--- config.mk ---
export PLATFORM = sky130hd
export DESIGN_NAME = demux12_stream
export DESIGN_NICKNAME = d
export VERILOG_FILES = /design/src/rtl/demux12_pkg.sv /design/src/rtl/demux12_skid.sv /design/src/rtl/demux12_stream.sv
export SDC_FILE = /design/constraint.sdc
export NUM_CORES = 1
export LEC_CHECK = 0
export ABC_CLOCK_PERIOD_IN_PS = 3870
export BUFFER_PORTS_ARGS = -buffer_cell sky130_fd_sc_hd__buf_2
export CORE_UTILIZATION = 35
export CTS_CLUSTER_SIZE = 30
export DETAILED_ROUTE_END_ITERATION = 16
export GPL_TIMING_DRIVEN = 0
export HOLD_SLACK_MARGIN = 0.1
export PLACE_DENSITY = 0.66
export SLEW_MARGIN = 5
export SYNTH_ARGS = -nofsm -noshare
export SYNTH_HDL_FRONTEND = slang
export SYNTH_HIERARCHICAL = 1
export SYNTH_SLANG_ARGS = --single-unit
--- constraint.sdc ---
create_clock -name clk -period 3.87 [get_ports clk]
set_clock_uncertainty 0.05 [all_clocks]
set_input_delay 0.1935 -clock clk [delete_from_list [all_inputs] [get_ports clk]]
set_output_delay 0.1935 -clock clk [all_outputs]
set_load 0.01 [all_outputs]
--- src/rtl/demux12_pkg.sv ---
// Shared types and constants for the demux12_stream slice.
// Occupancy encoding of the skid buffer and the destination codes carried with each beat.
package demux12_pkg;

    typedef enum logic [1:0] {
        EMPTY = 2'd0,
        HALF  = 2'd1,
        FULL  = 2'd2
    } occ_t;

    localparam logic DEST_A = 1'b0;
    localparam logic DEST_B = 1'b1;

endpackage

--- src/rtl/demux12_skid.sv ---
// Two-entry skid buffer with valid/ready on both sides.
// in_ready and out_valid come straight from flops, so out_ready never reaches in_ready.
//
// state | meaning
// EMPTY | nothing stored, out_valid=0, in_ready=1
// HALF  | main entry valid, out_valid=1, in_ready=1
// FULL  | main and skid valid, out_valid=1, in_ready=0
module demux12_skid
    import demux12_pkg::*;
#(
    parameter int W = 33
) (
    input  logic         clk,
    input  logic         rst,
    input  logic         in_valid,
    output logic         in_ready,
    input  logic [W-1:0] in_data,
    output logic         out_valid,
    input  logic         out_ready,
    output logic [W-1:0] out_data
);

    occ_t         state;
    logic [W-1:0] main_q;
    logic [W-1:0] skid_q;
    logic         accept;
    logic         drain;

    assign accept   = in_valid & in_ready;
    assign drain    = out_valid & out_ready;
    assign out_data = main_q;

    always_ff @(posedge clk or posedge rst) begin
        if (rst) begin
            state     <= EMPTY;
            main_q    <= '0;
            skid_q    <= '0;
            out_valid <= 1'b0;
            in_ready  <= 1'b1;
        end else begin
            case (state)
                EMPTY: begin
                    if (accept) begin
                        main_q    <= in_data;
                        out_valid <= 1'b1;
                        state     <= HALF;
                    end
                end
                HALF: begin
                    if (accept && drain) begin
                        main_q <= in_data;
                    end else if (accept) begin
                        skid_q   <= in_data;
                        in_ready <= 1'b0;
                        state    <= FULL;
                    end else if (drain) begin
                        out_valid <= 1'b0;
                        state     <= EMPTY;
                    end
                end
                FULL: begin
                    // in_ready is low here, so the only event is the head leaving
                    if (drain) begin
                        main_q   <= skid_q;
                        in_ready <= 1'b1;
                        state    <= HALF;
                    end
                end
                default: begin
                    out_valid <= 1'b0;
                    in_ready  <= 1'b1;
                    state     <= EMPTY;
                end
            endcase
        end
    end

endmodule

--- src/rtl/demux12_stream.sv ---
// Registered 1-to-2 stream demultiplexer: one in-order skid buffer steered to outa/outb by dest.
// Optional per-output drain counters (cnt_a/cnt_b) are built when DEMUX12_STATS_EN is defined.
module demux12_stream
    import demux12_pkg::*;
#(
    parameter int WIDTH = 32
`ifdef DEMUX12_STATS_EN
    , parameter int CNT_W = 16
`endif
) (
    input  logic             clk,
    input  logic             rst,
    input  logic             sel,
    input  logic             in_valid,
    output logic             in_ready,
    input  logic [WIDTH-1:0] din,
    output logic             outa_valid,
    input  logic             outa_ready,
    output logic [WIDTH-1:0] outa,
    output logic             outb_valid,
    input  logic             outb_ready,
    output logic [WIDTH-1:0] outb
`ifdef DEMUX12_STATS_EN
    , output logic [CNT_W-1:0] cnt_a
    , output logic [CNT_W-1:0] cnt_b
`endif
);

    logic             head_valid;
    logic             head_ready;
    logic [WIDTH:0]   head;
    logic             head_dest;
    logic [WIDTH-1:0] head_data;

    demux12_skid #(
        .W (WIDTH + 1)
    ) u_skid (
        .clk       (clk),
        .rst       (rst),
        .in_valid  (in_valid),
        .in_ready  (in_ready),
        .in_data   ({sel, din}),
        .out_valid (head_valid),
        .out_ready (head_ready),
        .out_data  (head)
    );

    assign head_dest = head[WIDTH];
    assign head_data = head[WIDTH-1:0];

    // Only the addressed consumer's ready matters; the other one is ignored.
    assign head_ready = (head_dest == DEST_B) ? outb_ready : outa_ready;

    assign outa_valid = head_valid & (head_dest == DEST_A);
    assign outb_valid = head_valid & (head_dest == DEST_B);
    assign outa       = head_data;
    assign outb       = head_data;

`ifdef DEMUX12_STATS_EN
    always_ff @(posedge clk or posedge rst) begin
        if (rst) begin
            cnt_a <= '0;
            cnt_b <= '0;
        end else begin
            if (outa_valid && outa_ready) cnt_a <= cnt_a + CNT_W'(1);
            if (outb_valid && outb_ready) cnt_b <= cnt_b + CNT_W'(1);
        end
    end
`endif

endmodule

-- Yosys cells after proc, flatten, opt, wreduce, memory -nomap -nowiden
Cells that the tools add are included.
- bits in registers: 70
- logic and storage cells: 51
- bits of input ports: 38
- reductions and logical operators: 8
- equal/unequal tests: 10
- bitwise logic cells: 8
- multiplexer cells: 20
- operators by type and width (cell ; count):
    $mux 33 ; 3
    $pmux 33 s3 ; 1
    $reduce_and 4->1 ; 3
    $mux 2 ; 5
    $ne 2x1->1 const B ; 5
    $mux 1 ; 8
    $pmux 1 s3 ; 2
    $pmux 2 s3 ; 1
    $reduce_and 5->1 ; 1
    $and 1x1->1 ; 4
    $ne 2x2->1 const B ; 2
    $not 1->1 ; 4
    $ne 3x1->1 const B ; 1
    $reduce_and 3->1 ; 1
    $reduce_bool 3->1 ; 1
    $eq 2x1->1 const B ; 1
    $eq 2x2->1 const B ; 1
    $logic_not 2->1 ; 1
    $logic_and 1x1->1 ; 1

-- Depth between registers and ports, before layout
Gate-level depths: netlist (run 1).
- depth in word-level cells: 6
- gate-level depth with buffers: 5
- depth with buffers taken out: 4

-- Modules after synthesis
Netlist (run 1), hierarchy kept.
- modules (own cells, without submodules) (module ; cells each ; instances ; area each (µm²) ; sequential area each (µm²)):
    demux12_skid ; 199 ; 1 ; 3364.5 ; 1752.9
    demux12_stream ; 35 ; 1 ; 271.5 ; 0.0

-- Least setup slack after synthesis (run 1)
No wires, ideal clock.
- path type: reg2reg
- from: register u_skid.main_q[32], in the netlist u_skid/out_data[32]
- to: register u_skid.main_q[20], in the netlist u_skid/out_data[20]
- setup slack: 2.090 ns
- stages on the path, launching flop included: 6
- buffers on the path: 1
- clock period less this slack: 1.780 ns
- arrival: 1.603 ns
- library setup time: 0.128 ns
- data required time: 3.692 ns
- cell sequence: dfrtp_1 mux2_4 a21boi_2 o32ai_4 buf_6 mux2_1
- word-level cells in the longest chain between the ends: 5
- elaborated cells between the ends (all ways): 6
- ends and longest elaborated chain (item ; RTL line ; RTL):
    from (decl) ; demux12_skid.sv:24 ; logic [W-1:0] main_q;
    from (signal assigned) ; demux12_skid.sv:44 ; main_q <= in_data;
    from (signal assigned) ; demux12_skid.sv:51 ; main_q <= in_data;
    from (signal assigned) ; demux12_skid.sv:64 ; main_q <= skid_q;
    $mux 1 * ; demux12_stream.sv:52 ; assign head_ready = (head_dest == DEST_B) ? outb_ready : outa_ready;
    net head_ready ; demux12_stream.sv:30 ; logic head_ready;
    $and 1x1->1 * ; demux12_skid.sv:30 ; assign drain = out_valid & out_ready;
    $logic_and 1x1->1 ; demux12_skid.sv:50 ; if (accept && drain) begin
    $ne 2x1->1 (no source line) ; -- ;
    $reduce_and 4->1 (no source line) * ; -- ;
The timed path passes the listed nets; every way through them passes the cells marked *.
A chain may end at the register's enable or synchronous reset.

-- Worst setup path after layout (run 1)
Same ends and word-level chain as after synthesis.

==> metrics.yaml, run 1 <==
cts:
  clk_latency_ns: 0.33
  cts_resized: 0
  numClockSinks: 70
  root_buffer: "clkbuf_8"
  cts_buffers: 9
  cts_tree: "done"
  clockBufferDepth: 2
  htreeDepth: 3
  path_clk_slew_ns: 0.08
  postCtsSetupBuffers: 0
floorplanning:
  ios: 105
  start_util: 0.367
  die_width_um: 104
  rows: 36
  die_h_um: 104
  coreArea_um2: 9910
  dieArea_um2: 10800
logic_synthesis:
  syn_nets: 272
  synth-edff-count: 0
  synthCells: 234
  syn_area_um2: 3640
  syn_avg_cell_area_um2: 15.5
  synth_area_leader_cell: "dfrtp_1"
  synth.distinct_cells: 26
  yosys-top-cells-area: "dfrtp_1, mux2_4, mux2_2, buf_4, buf_12"
  yosysMostFrequentCell: "dfrtp_1"
  yosysWarnings: 6
  synth_commonest_cells: "dfrtp_1, mux2_4, mux2_2"
  ys_seq_elements: 70
  yosysTopAreaCellShare: 0.475
  seq_area_frac_synth: 0.482
  postSynth.asyncResetShare: 1.00
  synthFlopType: "dfrtp_1"
critical_path:
  crit_chain: "mux2_4 > a21boi_2 > o32ai_4 > buf_6 > mux2_1"
  slowest_stage: "o32ai_4"
  arrival_ns: 2.15
  reg2reg_setup_slack_ns: 1.88
  cp_max_fo: 10
  path_buf_inv: 1
  reg2regPathDepth: 5
  rr_startpoint: "u_skid/out_data[32]"
  cp-end-kind: "flip-flop"
  max_stage_delay_ns: 0.48
  start_kind: "flip-flop"
  crit_family: "multiplexers"
  cp.required_ns: 4.04
  regToRegEndpoint: "u_skid/out_data[20]"
  crit_type: "flip-flop to flip-flop"
global_route:
  antenna_found_initial: 0
  grtUsageMet3: 0.0276
  grtUsageTotal: 0.137
  grt_pass1_wl_mm: 11.7
  grt_max_degree: 42
  gr-usage-met1: 0.163
  grtUsageMet2: 0.240
  grt_remaining_overflow: 0
  busiest_layer: "met2"
  grt_pass1_vias: 2362
worst_hold_path:
  min_from: "in_valid"
  holdPathEnd: "u_skid/in_ready"
  hold_class: "primary input to flip-flop"
  min_path_cells: 3
timing:
  slew_viol_final: 0
  fmax_mhz: 503
  hold_violations: 0
  totalNegativeSetupSlack_ns: 0
  setup_viol: 0
  slew_headroom: 0.684
  final.period_utilization: 0.514
  rsz0062_at_grt: "no"
  worst_pin_slew_ns: 0.474
  finalCriticalPeriod_ns: 1.99
pwr:
  fin_total_pwr_mw: 2.97
  power_density_nw_per_um2: 604
  p_leak_nw: 2.64
  vdd_drop_max_mv: 0.242
route:
  vias: 2264
  post_drt_wl_per_cell_um: 13.4
  drt_pass1_iterations: 4
  drc: 0
  wl_mm: 6.98
  drt-vias-per-instance: 4.34
  ant_nets: 0
  drtIter0Drc: 18
cells_and_area:
  fin_cells: 522
  syn_to_final_growth_pct: 35.0
  fin_area_um2: 4910
  fin_nets: 422
  insertedDiodeCount: 0
  drive_gt1_frac: 0.697
place:
  place_area_um2: 4350
  dpl.cell_count: 472
  port_buffers: 104
  dp_hpwl_mm: 4.71
  gp_congestion: 0.703
flow_run:
  cap_viol_max_count: 0
outcome:
  status: "finished clean"
-- timing repair --
| action | CTS | global route |
|---|---|---|
| endpoints found under the setup margin | 0 | 0 |
| hold endpoints to repair | 61 | 0 |
| hold buffers | 34 | 0 |
-- logic make-up (layout without fill, tap and decap cells) --
logic type      after synthesis  after routing  share of synthesized area
buf+inv                      44            199                      0.103
flops                        70             70                      0.482
simple gates                 10             10                     0.0172
compound gates                9              9                     0.0241
mux                         101            101                      0.373
-- layout by cell type, fill, tap and decap left out, types with 2 or more instances in the layout --
master | netlist | layout
mux2_2 | 40 | 40
buf_2 | 0 | 104
buf_6 | 4 | 4
buf_4 | 35 | 35
dlygate4sd3_1 | 0 | 34
mux2_4 | 59 | 59
nand2_1 | 3 | 3
buf_12 | 3 | 4
clkbuf_8 | 0 | 10
bufinv_16 | 0 | 2
a21oi_1 | 2 | 2
dfrtp_1 | 69 | 69
-- registers in the layout (all words and copies together), names as in the netlist --
| signal | count |
|---|---|
| u_skid/out_data | 33 |
| u_skid/skid_q | 33 |
| u_skid/state | 2 |
| u_skid/in_ready | 1 |
| u_skid/out_valid | 1 |
-- how the worst max path moves through the flow --
stage | from | endpoint | slack [ns] | cells after the start
after CTS | u_skid/out_data[32] | u_skid/out_data[20] | 1.86 | 5
after global placement | rst | u_skid/out_data[22] | 0.89 | 2
after global routing | u_skid/out_data[32] | u_skid/out_data[1] | 1.81 | 5
after floorplan | rst | u_skid/out_data[0] | 1.86 | 1
after detailed placement | u_skid/out_data[32] | u_skid/out_data[29] | 1.88 | 5
final | u_skid/out_data[32] | u_skid/out_data[20] | 1.88 | 5
-- power by group --
| part | internal, mW | switching (mW) | total, mW |
|---|---|---|---|
| Sequential | 0.992 | 0.180 | 1.17 |
| Combinational | 0.727 | 0.411 | 1.14 |
| Clock | 0.382 | 0.275 | 0.657 |
-- tightest hold or removal path: cells and delay by family --
kind,cells,cell delay (ns)
compound gates,2,0.28
buf+inv,1,0.09
-- layer usage --
layer,share of wire,vias to the layer above
met5,0,-
met1,0.45,1095
met4,0.015,0
met2,0.49,68
met3,0.044,11
li1,-,1090
-- stage by stage --
stage               setup slack [ns]  hold slack, ns  utilization
floorplan                       1.86           0.294            -
global placement               0.889           0.389        0.436
detailed placement              1.88           0.173        0.439
CTS                             1.86           0.141        0.495
global route                    1.81           0.188        0.495
finish                          1.88           0.174        0.495
-- area by class of cell --
| cell class | count | area [um^2] |
|---|---|---|
| Buffer | 42 | 368 |
| Clock inverter | 5 | 81.3 |
| Timing Repair Buffer | 139 | 881 |
| Inverter | 2 | 10.0 |
| Fill cell | 895 | 5000 |
| Multi-Input combinational cell | 120 | 1510 |
| Tap cell | 133 | 166 |
| Sequential cell | 70 | 1750 |
| Clock buffer | 11 | 141 |
Power figures use the tool's default switching activity.
==> run 2: changes to the inputs <==
--- a/config.mk
+++ b/config.mk
@@ -5,7 +5,7 @@
 export SDC_FILE = /design/constraint.sdc
 export NUM_CORES = 1
 export LEC_CHECK = 0
-export ABC_CLOCK_PERIOD_IN_PS = 3870
+export ABC_CLOCK_PERIOD_IN_PS = 1850
 export BUFFER_PORTS_ARGS = -buffer_cell sky130_fd_sc_hd__buf_2
 export CORE_UTILIZATION = 35
 export CTS_CLUSTER_SIZE = 30
==> constraint.sdc (replaced) <==
create_clock -name clk -period 1.85 [get_ports clk]
set_clock_uncertainty 0.05 [all_clocks]
set_input_delay 0.0925 -clock clk [delete_from_list [all_inputs] [get_ports clk]]
set_output_delay 0.0925 -clock clk [all_outputs]
set_load 0.01 [all_outputs]
==> run 2 against run 1 <==
  * The run now ends with negative setup slack left
  * Combinational power increased by 110%
  * Fmax is 7.2% higher
  * Design area grew 1.8%
  * Count of clock-buffer cells in the layout is 1 higher
  * Via count increased by 1.0%
  * Critical endpoint is now u_skid/out_data[10]
  * Highest routed layer unchanged
==> metrics.yaml, run 2 (synthesis gave the netlist of run 1 again) <==
place:
  gp_congestion: 0.692
  dp_hpwl_mm: 4.50
  place_area_um2: 4350
  port_buffers: 104
  post-place-ws_ns: -0.164
critical_path:
  arrival_ns: 2.02
  max_stage_delay_ns: 0.41
  cp-end-kind: "flip-flop"
  crit_type: "flip-flop to flip-flop"
  cp_max_fo: 10
  cp.required_ns: 2.02
  start_kind: "flip-flop"
  slowest_stage: "dfrtp_1"
  crit_chain: "mux2_4 > a21boi_4 > o32ai_4 > buf_12 > buf_12 > mux2_4"
cts:
  clk_latency_ns: 0.34
  path_clk_slew_ns: 0.08
  root_buffer: "clkbuf_8"
  htreeDepth: 3
  cts_tree: "done"
  clockBufferDepth: 2
  numClockSinks: 70
  cts_buffers: 9
route:
  ant_nets: 0
  post_drt_wl_per_cell_um: 12.9
  wl_mm: 6.78
  drt_pass1_iterations: 4
  drc: 0
  drtIter0Drc: 37
  vias: 2287
  drt-vias-per-instance: 4.34
global_route:
  grtUsageTotal: 0.135
  busiest_layer: "met2"
  gr-usage-met1: 0.163
  antenna_found_initial: 0
  grt_pass1_wl_mm: 11.5
  grtUsageMet2: 0.233
  grtUsageMet3: 0.0338
  grt_pass1_vias: 2361
  grt_max_degree: 38
  grt_remaining_overflow: 0
timing:
  final.period_utilization: 1.00
  rsz0062_at_grt: "yes"
  fmax_mhz: 539
  finalCriticalPeriod_ns: 1.85
  slew_viol_final: 0
  setup_viol: 6
  hold_violations: 0
  fin_ws_ns: -0.00474
  worst_pin_slew_ns: 0.776
  slew_headroom: 0.482
floorplanning:
  start_util: 0.367
  coreArea_um2: 9910
  rows: 36
  ios: 105
  die_h_um: 104
  dieArea_um2: 10800
  die_width_um: 104
flow_run:
  cap_viol_max_count: 0
cells_and_area:
  nFillCells: 859
  drive_gt1_frac: 0.701
  final_common_cell: "buf_2"
  syn_to_final_growth_pct: 37.4
  fin_nets: 427
  fin_area_um2: 4990
  final_cell_mix: "buf_2, dfrtp_1, mux2_4, mux2_2, buf_4"
  insertedDiodeCount: 0
outcome:
  violations: "negative setup slack"
  status: "finished, violations left"
pwr:
  power_density_nw_per_um2: 1240
  p_leak_nw: 2.67
  vdd_drop_max_mv: 0.596
worst_hold_path:
  hold_class: "primary input to flip-flop"
[run 2: stage by stage]
stage	power, mW	hold slack [ns]	utilization	cells	setup TNS, ns
2_1_floorplan	3.97	0.193	-	234	0
3_3_place_gp	4.75	0.289	0.437	471	-5.20
3_5_place_dp	4.81	0.228	0.439	472	-6.19
4_1_cts	6.27	0.143	0.503	526	-0.534
5_1_grt	6.56	0.183	0.504	527	-1.24
6_report	6.18	0.163	0.504	527	-0.0105
[run 2: final cells by class]
type                    count  area, um^2  share of cell area
inverters                   2        11.3             0.00225
repair buffers            144         933               0.187
plain buffers              42         394              0.0789
well taps                 133         166              0.0333
flip-flops and latches     70        1750               0.351
clock inverters             4        70.1              0.0140
clock buffers              12         145              0.0291
multi-input cells         120        1520               0.305
[run 2: timing repair]
| action | CTS | global route |
|---|---|---|
| setup buffers | 3 | 2 |
| gates cloned | 0 | 0 |
| setup endpoints to repair | 63 | 62 |
| hold endpoints to repair | 99 | 0 |
| gates resized for setup | 7 | 2 |
| hold buffers | 35 | 0 |
| pin swaps | 2 | 1 |
[run 2: final timing paths]
check                           cells after the start                   to  slack [ns]           startpoint
min in group asynchronous                           3  u_skid/out_data[30]        0.39                  rst
max in group asynchronous                           4   u_skid/out_data[6]        0.72                  rst
worst max-delay path                                6  u_skid/out_data[10]      -0.005  u_skid/out_data[32]
worst min-delay path                                4     u_skid/out_valid        0.16           outb_ready
worst min register to register                      1    u_skid/skid_q[10]        0.46    u_skid/skid_q[10]
worst max register to register                      6  u_skid/out_data[10]      -0.005  u_skid/out_data[32]
[run 2: metal layers]
layer	vias to the layer above	part of all wire	wire [um]
met5	-	0	0
met4	0	0.014	96
met3	10	0.046	310
met2	69	0.50	3370
met1	1106	0.44	3000
li1	1102	-	-
[run 2: report_power, final]
group / internal (mW) / switching [mW] / leakage [nW]
clock: 0.793 / 0.540 / 0.110
combinational: 1.54 / 0.866 / 1.65
sequential: 2.08 / 0.360 / 0.912
total: 4.41 / 1.77 / 2.67
[run 2: worst max-delay path: cells and delay by family, from the launching register on]
family,cells,cell delay (ns)
AO/OA/AOI/OAI,2,0.33
buffers and inverters,2,0.31
flip-flops,1,0.41
multiplexers,2,0.63
